$ cat config.mk
export PLATFORM = sky130hd
export DESIGN_NAME = odd_even_sort_merge
export DESIGN_NICKNAME = d
export VERILOG_FILES = /design/src/rtl/odd_even_sort_merge.sv
export SDC_FILE = /design/constraint.sdc
export NUM_CORES = 1
export LEC_CHECK = 0
export ABC_AREA = 1
export CELL_PAD_IN_SITES_DETAIL_PLACEMENT = 0
export CELL_PAD_IN_SITES_GLOBAL_PLACEMENT = 1
export CORE_ASPECT_RATIO = 0.5
export CORE_UTILIZATION = 35
export CTS_CLUSTER_DIAMETER = 200
export CTS_CLUSTER_SIZE = 12
export DETAILED_ROUTE_END_ITERATION = 8
export PLACE_DENSITY_LB_ADDON = 0.1
export SLEW_MARGIN = 20
export SYNTH_ARGS = -nofsm -noshare
export SYNTH_HDL_FRONTEND = slang
export SYNTH_SLANG_ARGS = --single-unit
$ cat constraint.sdc
create_clock -name clk -period 2.95 [get_ports clk]
set_clock_uncertainty 0.15 [all_clocks]
set_input_delay 0.295 -clock clk [delete_from_list [all_inputs] [get_ports clk]]
set_output_delay 0.295 -clock clk [all_outputs]
set_load 0.1 [all_outputs]
$ cat src/rtl/odd_even_sort_merge.sv
// Odd-even transposition sorter: captures a lane vector, runs one compare-exchange
// phase per cycle keyed on {~valid, dst}, and presents the sorted vector.
module odd_even_sort_merge #(
    parameter int PORT_NUB       = 16,
    parameter int PORT_NUB_TOTAL = 16,
    parameter int DATA_WIDTH     = 8,
    parameter int FIRST_PHASE    = 0,
    parameter int EARLY_EXIT     = 1,
    localparam int AW            = $clog2(PORT_NUB_TOTAL),
    localparam int WL            = 1 + 2*AW + DATA_WIDTH,
    localparam int PCW           = $clog2(PORT_NUB+1)
) (
    input  logic                   clk,
    input  logic                   rst_n,
    input  logic                   in_valid,
    output logic                   in_ready,
    input  logic [PORT_NUB*WL-1:0] in_bus,
    output logic                   out_valid,
    input  logic                   out_ready,
    output logic [PORT_NUB*WL-1:0] out_bus,
    output logic                   busy,
    output logic [PCW-1:0]         phase_cnt
);

    typedef enum logic [1:0] {IDLE, SORT, DONE} state_t;

    localparam logic [PCW-1:0] PN = PCW'(PORT_NUB);

    state_t                          state_q, state_d;
    logic [PORT_NUB-1:0][WL-1:0]     lanes_q, lanes_d, lanes_x;
    logic [PCW-1:0]                  cnt_q, cnt_d, cnt_inc;
    logic                            phase_odd_q, phase_odd_d;
    logic                            swap_prev_q, swap_prev_d;
    logic                            swap_any;
    logic                            last_phase;

    // Invalid lanes get the larger key so they drift to the high lanes.
    function automatic logic [AW:0] laneKey(input logic [WL-1:0] lane);
        return {~lane[WL-1], lane[WL-2 -: AW]};
    endfunction

    // Pairs within one phase are disjoint, so every exchange reads the old lanes.
    always_comb begin
        lanes_x  = lanes_q;
        swap_any = 1'b0;
        for (int i = 0; i < PORT_NUB-1; i++) begin
            if (i[0] == phase_odd_q && laneKey(lanes_q[i]) > laneKey(lanes_q[i+1])) begin
                lanes_x[i]   = lanes_q[i+1];
                lanes_x[i+1] = lanes_q[i];
                swap_any     = 1'b1;
            end
        end
    end

    assign cnt_inc    = cnt_q + PCW'(1);
    assign last_phase = (cnt_inc == PN) ||
                        ((EARLY_EXIT != 0) && (cnt_inc >= PCW'(2)) && !swap_any && !swap_prev_q);

    always_ff @(posedge clk) begin
        if (!rst_n) begin
            state_q <= IDLE;
        end else begin
            state_q <= state_d;
        end
    end

    always_comb begin
        state_d = state_q;
        case (state_q)
            IDLE:    if (in_valid)   state_d = SORT;
            SORT:    if (last_phase) state_d = DONE;
            DONE:    if (out_ready)  state_d = IDLE;
            default: state_d = IDLE;
        endcase
    end

    always_comb begin
        in_ready  = (state_q == IDLE);
        out_valid = (state_q == DONE);
        busy      = (state_q == SORT) || (state_q == DONE);
    end

    always_comb begin
        lanes_d     = lanes_q;
        cnt_d       = cnt_q;
        phase_odd_d = phase_odd_q;
        swap_prev_d = swap_prev_q;
        case (state_q)
            IDLE: begin
                if (in_valid) begin
                    lanes_d     = in_bus;
                    cnt_d       = '0;
                    phase_odd_d = (FIRST_PHASE != 0);
                    swap_prev_d = 1'b1;
                end
            end
            SORT: begin
                lanes_d     = lanes_x;
                cnt_d       = cnt_inc;
                phase_odd_d = ~phase_odd_q;
                swap_prev_d = swap_any;
            end
            default: ;
        endcase
    end

    always_ff @(posedge clk) begin
        if (!rst_n) begin
            lanes_q     <= '0;
            cnt_q       <= '0;
            phase_odd_q <= (FIRST_PHASE != 0);
            swap_prev_q <= 1'b1;
        end else begin
            lanes_q     <= lanes_d;
            cnt_q       <= cnt_d;
            phase_odd_q <= phase_odd_d;
            swap_prev_q <= swap_prev_d;
        end
    end

    assign out_bus   = lanes_q;
    assign phase_cnt = cnt_q;

endmodule

Word level (Yosys, flattened, before mapping)
Index checks and enable logic that the tools add are counted.

word-level totals
  bits in registers = 281
  input bits = 276
  output and inout port bits = 280
  word-level logic and storage cells = 159

cells by class
  add/subtract/negate cells = 1
  magnitude comparators = 16
  equality and inequality tests = 22
  mux-type cells = 42
  bitwise operators = 17
  reductions and logical operators = 41

operators by type and width
  kind                   count
  $pmux W272 S2          1
  $mux W34               15
  $mux W272              1
  $gt A5 B5 Y1           15
  $reduce_and A3 Y1      17
  $ne A3 B3 Y1 const B   14
  $logic_and A1 B1 Y1    17
  $mux W1                17
  $not A1 Y1             17
  $pmux W5 S2            1
  $ne A2 B2 Y1 const B   4
  $mux W2                3
  $pmux W2 S3            1
  $add A5 B1 Y5 const B  1
  $eq A5 B5 Y1 const B   1
  $ge A5 B2 Y1 const B   1
  $mux W5                1
  $pmux W1 S2            2
  $eq A2 B1 Y1 const B   1
  $eq A2 B2 Y1 const B   1
  $logic_not A1 Y1       2
  $logic_not A2 Y1       1
  $logic_or A1 B1 Y1     2
  $ne A2 B1 Y1 const B   1
  2 further kinds        2

Longest topological paths before layout
  word-level depth = 24
  mapped depth = 16

Least setup slack after synthesis
No wires, ideal clock.

  path kind = register to register
  start = register lanes_q (netlist bit out_bus[84])
  end = register lanes_q (netlist bit out_bus[100])
  setup time = 0.122 ns
  arrival time = 2.548 ns
  required time = 2.678 ns
  path slack = 0.129 ns
  stages on the path, launching flop included = 15
  buffers on the path = 1
  period minus slack after synthesis = 2.821 ns
  cells stage by stage = dfxtp_1 > inv_1 > ha_1 > nand2_1 > nor2_1 > a21oi_1 > nand2_2 > nand2_1 > inv_1 > nand2_1 > nand2_2 > inv_2 > buf_6 > o21ai_0 > a21oi_1

between the ends
  cells in the longest elaborated chain, start to end = 5

ends and longest elaborated chain
  item                         line  RTL
  start, declared              30    logic [PORT_NUB-1:0][WL-1:0] lanes_q, lanes_d, lanes_x;
  start signal, assigned       114   lanes_q <= lanes_d;
  $not A1 Y1                   39    return {~lane[WL-1], lane[WL-2 -: AW]};
  $gt A5 B5 Y1                 47    if (i[0] == phase_odd_q && laneKey(lanes_q[i]) > laneKey(lanes_q[i+1])) begin
  $logic_and A1 B1 Y1          47
  $ne A3 B3 Y1 (no line)       --
  $reduce_and A3 Y1 (no line)  --

No other way between the ends.
A chain may end at the register's enable or synchronous reset.

Worst setup path in the final report
  start = register lanes_q (netlist bit out_bus[167])
  end = register lanes_q (netlist bit out_bus[164])

between the ends
  cells in the longest elaborated chain, start to end = 4
  elaborated cells on any way between the ends = 8

ends and longest elaborated chain
  item                                                          line
  $gt A5 B5 Y1                                                  47
  $logic_and A1 B1 Y1                                           47
  $ne A3 B3 Y1 (no line) or $mux W34 (tied branches)            --
  $reduce_and A3 Y1 (no line) or $pmux W272 S2 (tied branches)  --

Several ways; a longest one is shown, not always the timed one. The select of a mux whose other input is x is not followed.

==> impl_metrics.tcl <==
set metrics [dict create \
    core_mm2 0.0456 \
    cp.arrival_ns 2.99 \
    cp_max_fo 34 \
    synthAdderAreaFrac 0.0613 \
    synth_edf_count 0 \
    seq_area_frac_synth 0.344 \
    cts_resized 0 \
    ant_nets 0 \
    crit_type "register to register" \
    synth_mux_area_frac 0 \
    cts_root_buf "clkbuf_16" \
    gr-usage-all-layers 0.295 \
    clk_latency_ns 0.56 \
    drtIter0Drc 1579 \
    slew_headroom 0.442 \
    cts_buffer_depth 3 \
    synthXorXnorAreaFrac 0.00161 \
    final_cell_mix "381 x o21ai_0, 376 x nand2_1, 322 x buf_4" \
    drive_gt1_frac 0.141 \
    die_y_um 155 \
    initial_core_util 0.358 \
    netlist.top_cell.by_area "dfxtp_1" \
    syn_avg_cell_area_um2 6.99 \
    worst-path-stages 12 \
    synth.distinct_cells 34 \
    grt_pass1_wl_um 109000 \
    slew_violations 0 \
    gp_congestion 0.928 \
    worst_pin_slew_ns 0.837 \
    maxCapViolations 0 \
    placed_area_mm2 0.0215 \
    cp-end-kind "register" \
    dp_cells 3383 \
    finalSetupViolCount 0 \
    synth_seq_cells 281 \
    r2r_cells 12 \
    setup_tns_ns 0 \
    required_ns 3.28 \
    nets 3142 \
    hp-class "input port to register" \
    synth_top_family_by_area "compound AO/OA/AOI/OAI gates" \
    crit_top_cell "nand2_1" \
    yosysTopAreaCellShare 0.344 \
    path_cells "inv_1 -> ha_1 -> nand2_1 -> nor2_1 -> nand2_1 -> nand3_1 -> nand2_1 -> nand3_1 -> nand2_1 -> inv_2 -> o21ai_0 -> a21oi_1" \
    fin_crit_sh 0.901 \
    status "finished clean" \
    crit_slowest_cell "inv_2" \
    clk_pin_slew_ns 0.07 \
    r2r_slack_ns 0.29 \
    top_level_ports 556 \
    yosys_warnings 0 \
    final_cells 3420 \
    dominantRegCellSynth "dfxtp_1" \
    fp.dieW_um 308 \
    grt_overflow 0 \
    via_per_inst 5.44 \
    io_buffers 555 \
    hold_depth 3 \
    wl_um 73200 \
    cts_buffers 27 \
    grt_pass1_vias 17500 \
    die-area_mm2 0.0476 \
    row_count 55 \
    antenna_found_initial 8 \
    dp.final_hpwl_um 53700 \
    syn_to_final_growth_pct 36.3 \
    grt_max_degree 187 \
    synthArstFlopShare 0 \
    hold_violations 0 \
    design_area_mm2 0.0223 \
    syn_nets 2694 \
    synthSimpleGateAreaFrac 0.125 \
    h-tree-depth 1 \
    crit_buf_inv 2 \
    path_delay_family "simple AND/OR/NAND/NOR gates" \
    synth_compound_area_frac 0.350 \
    cts_tree "built" \
    fin_crit_ns 2.66 \
    rsz0062_at_grt "false" \
    route.vias.total 18600 \
    layout.cells.most_common "o21ai_0" \
    start_kind "register" \
    netlist_area_mm2 0.0163 \
    hold_slack_ns 0.154 \
    max_stage_delay_ns 0.44 \
    synthTopCellsByArea "dfxtp_1 34%, o21ai_0 12%, a21oi_1 9.1%" \
    cts_hold_buffers 1 \
    nFillCells 4684 \
    drc 0 \
    fmax_mhz 376 \
    clkSinkCount 281 \
    syn_inst 2338 \
    post_cts_buffers 0 \
    wire_per_inst_um 21.4 \
    drtPass1Iterations 5 \
]
## sequential cells by signal (all words and copies together) (netlist names)
register	count
out_bus	272
phase_cnt	5
swap_prev_q	1
state_q	2
phase_odd_q	1
## cell usage after synthesis (31+ instances only)
master / count
inv_1: 264
ha_1: 80
nand2_1: 376
buf_2: 50
o21ai_1: 31
o221ai_1: 84
dfxtp_1: 281
clkbuf_1: 92
o21ai_0: 381
nand3_1: 88
a31oi_1: 81
o22ai_1: 81
a21oi_1: 298
## area by class of cell
class | count | area [um2] | share of cell area
Sequential cell | 281 | 5630 | 0.253
Antenna cell | 8 | 20.0 | 0.000899
Tap cell | 627 | 785 | 0.0352
Multi-Input combinational cell | 1591 | 8790 | 0.395
Clock inverter | 1 | 8.76 | 0.000394
Inverter | 282 | 1070 | 0.0480
Clock buffer | 27 | 676 | 0.0304
Timing Repair Buffer | 603 | 5280 | 0.237
## worst reg2reg max path, cell delays in order (launching register included)
cell and delay, ns:
dfxtp_1 0.39, inv_1 0.17, ha_1 0.33, nand2_1 0.05, nor2_1 0.11, nand2_1 0.07, nand3_1 0.06, nand2_1 0.24
nand3_1 0.17, nand2_1 0.07, inv_2 0.44, o21ai_0 0.18, a21oi_1 0.15
## metal layers
metal  global-route usage  up-vias  routed length (um)
li1                     -     9075                   -
met1                0.385     8792               31500
met2                0.504      625               35500
met3               0.0454      100                4270
met4               0.0787        0                1910
met5                    0        -                   0
## through the flow
stage	util	setup slack, ns
after CTS	0.487	0.314
after global placement	0.472	0.425
after detailed placement	0.472	0.371
after global routing	0.488	0.0258
final	0.488	0.292
after floorplan	-	0.129
## cells by family (layout without fill, tap and decap cells)
kind of cell | Yosys count | count (layout)
other cells | 0 | 8
buf+inv | 466 | 913
simple gates | 505 | 505
xor+xnor | 3 | 3
flops | 281 | 281
compound gates | 1003 | 1003
fa+ha+maj | 80 | 80
## final timing paths
kind | from | to
worst min-delay path | in_bus[48] | out_bus[48]$_SDFFE_PN0P_
worst max register to register | out_bus[167]$_SDFFE_PN0P_ | out_bus[164]$_SDFFE_PN0P_
worst max-delay path | out_bus[167]$_SDFFE_PN0P_ | out_bus[164]$_SDFFE_PN0P_
worst min register to register | swap_prev_q$_SDFFE_PN1P_ | swap_prev_q$_SDFFE_PN1P_
Power is not shown: default switching activity piles up to over one toggle a cycle in this logic, so the estimate is an artifact.
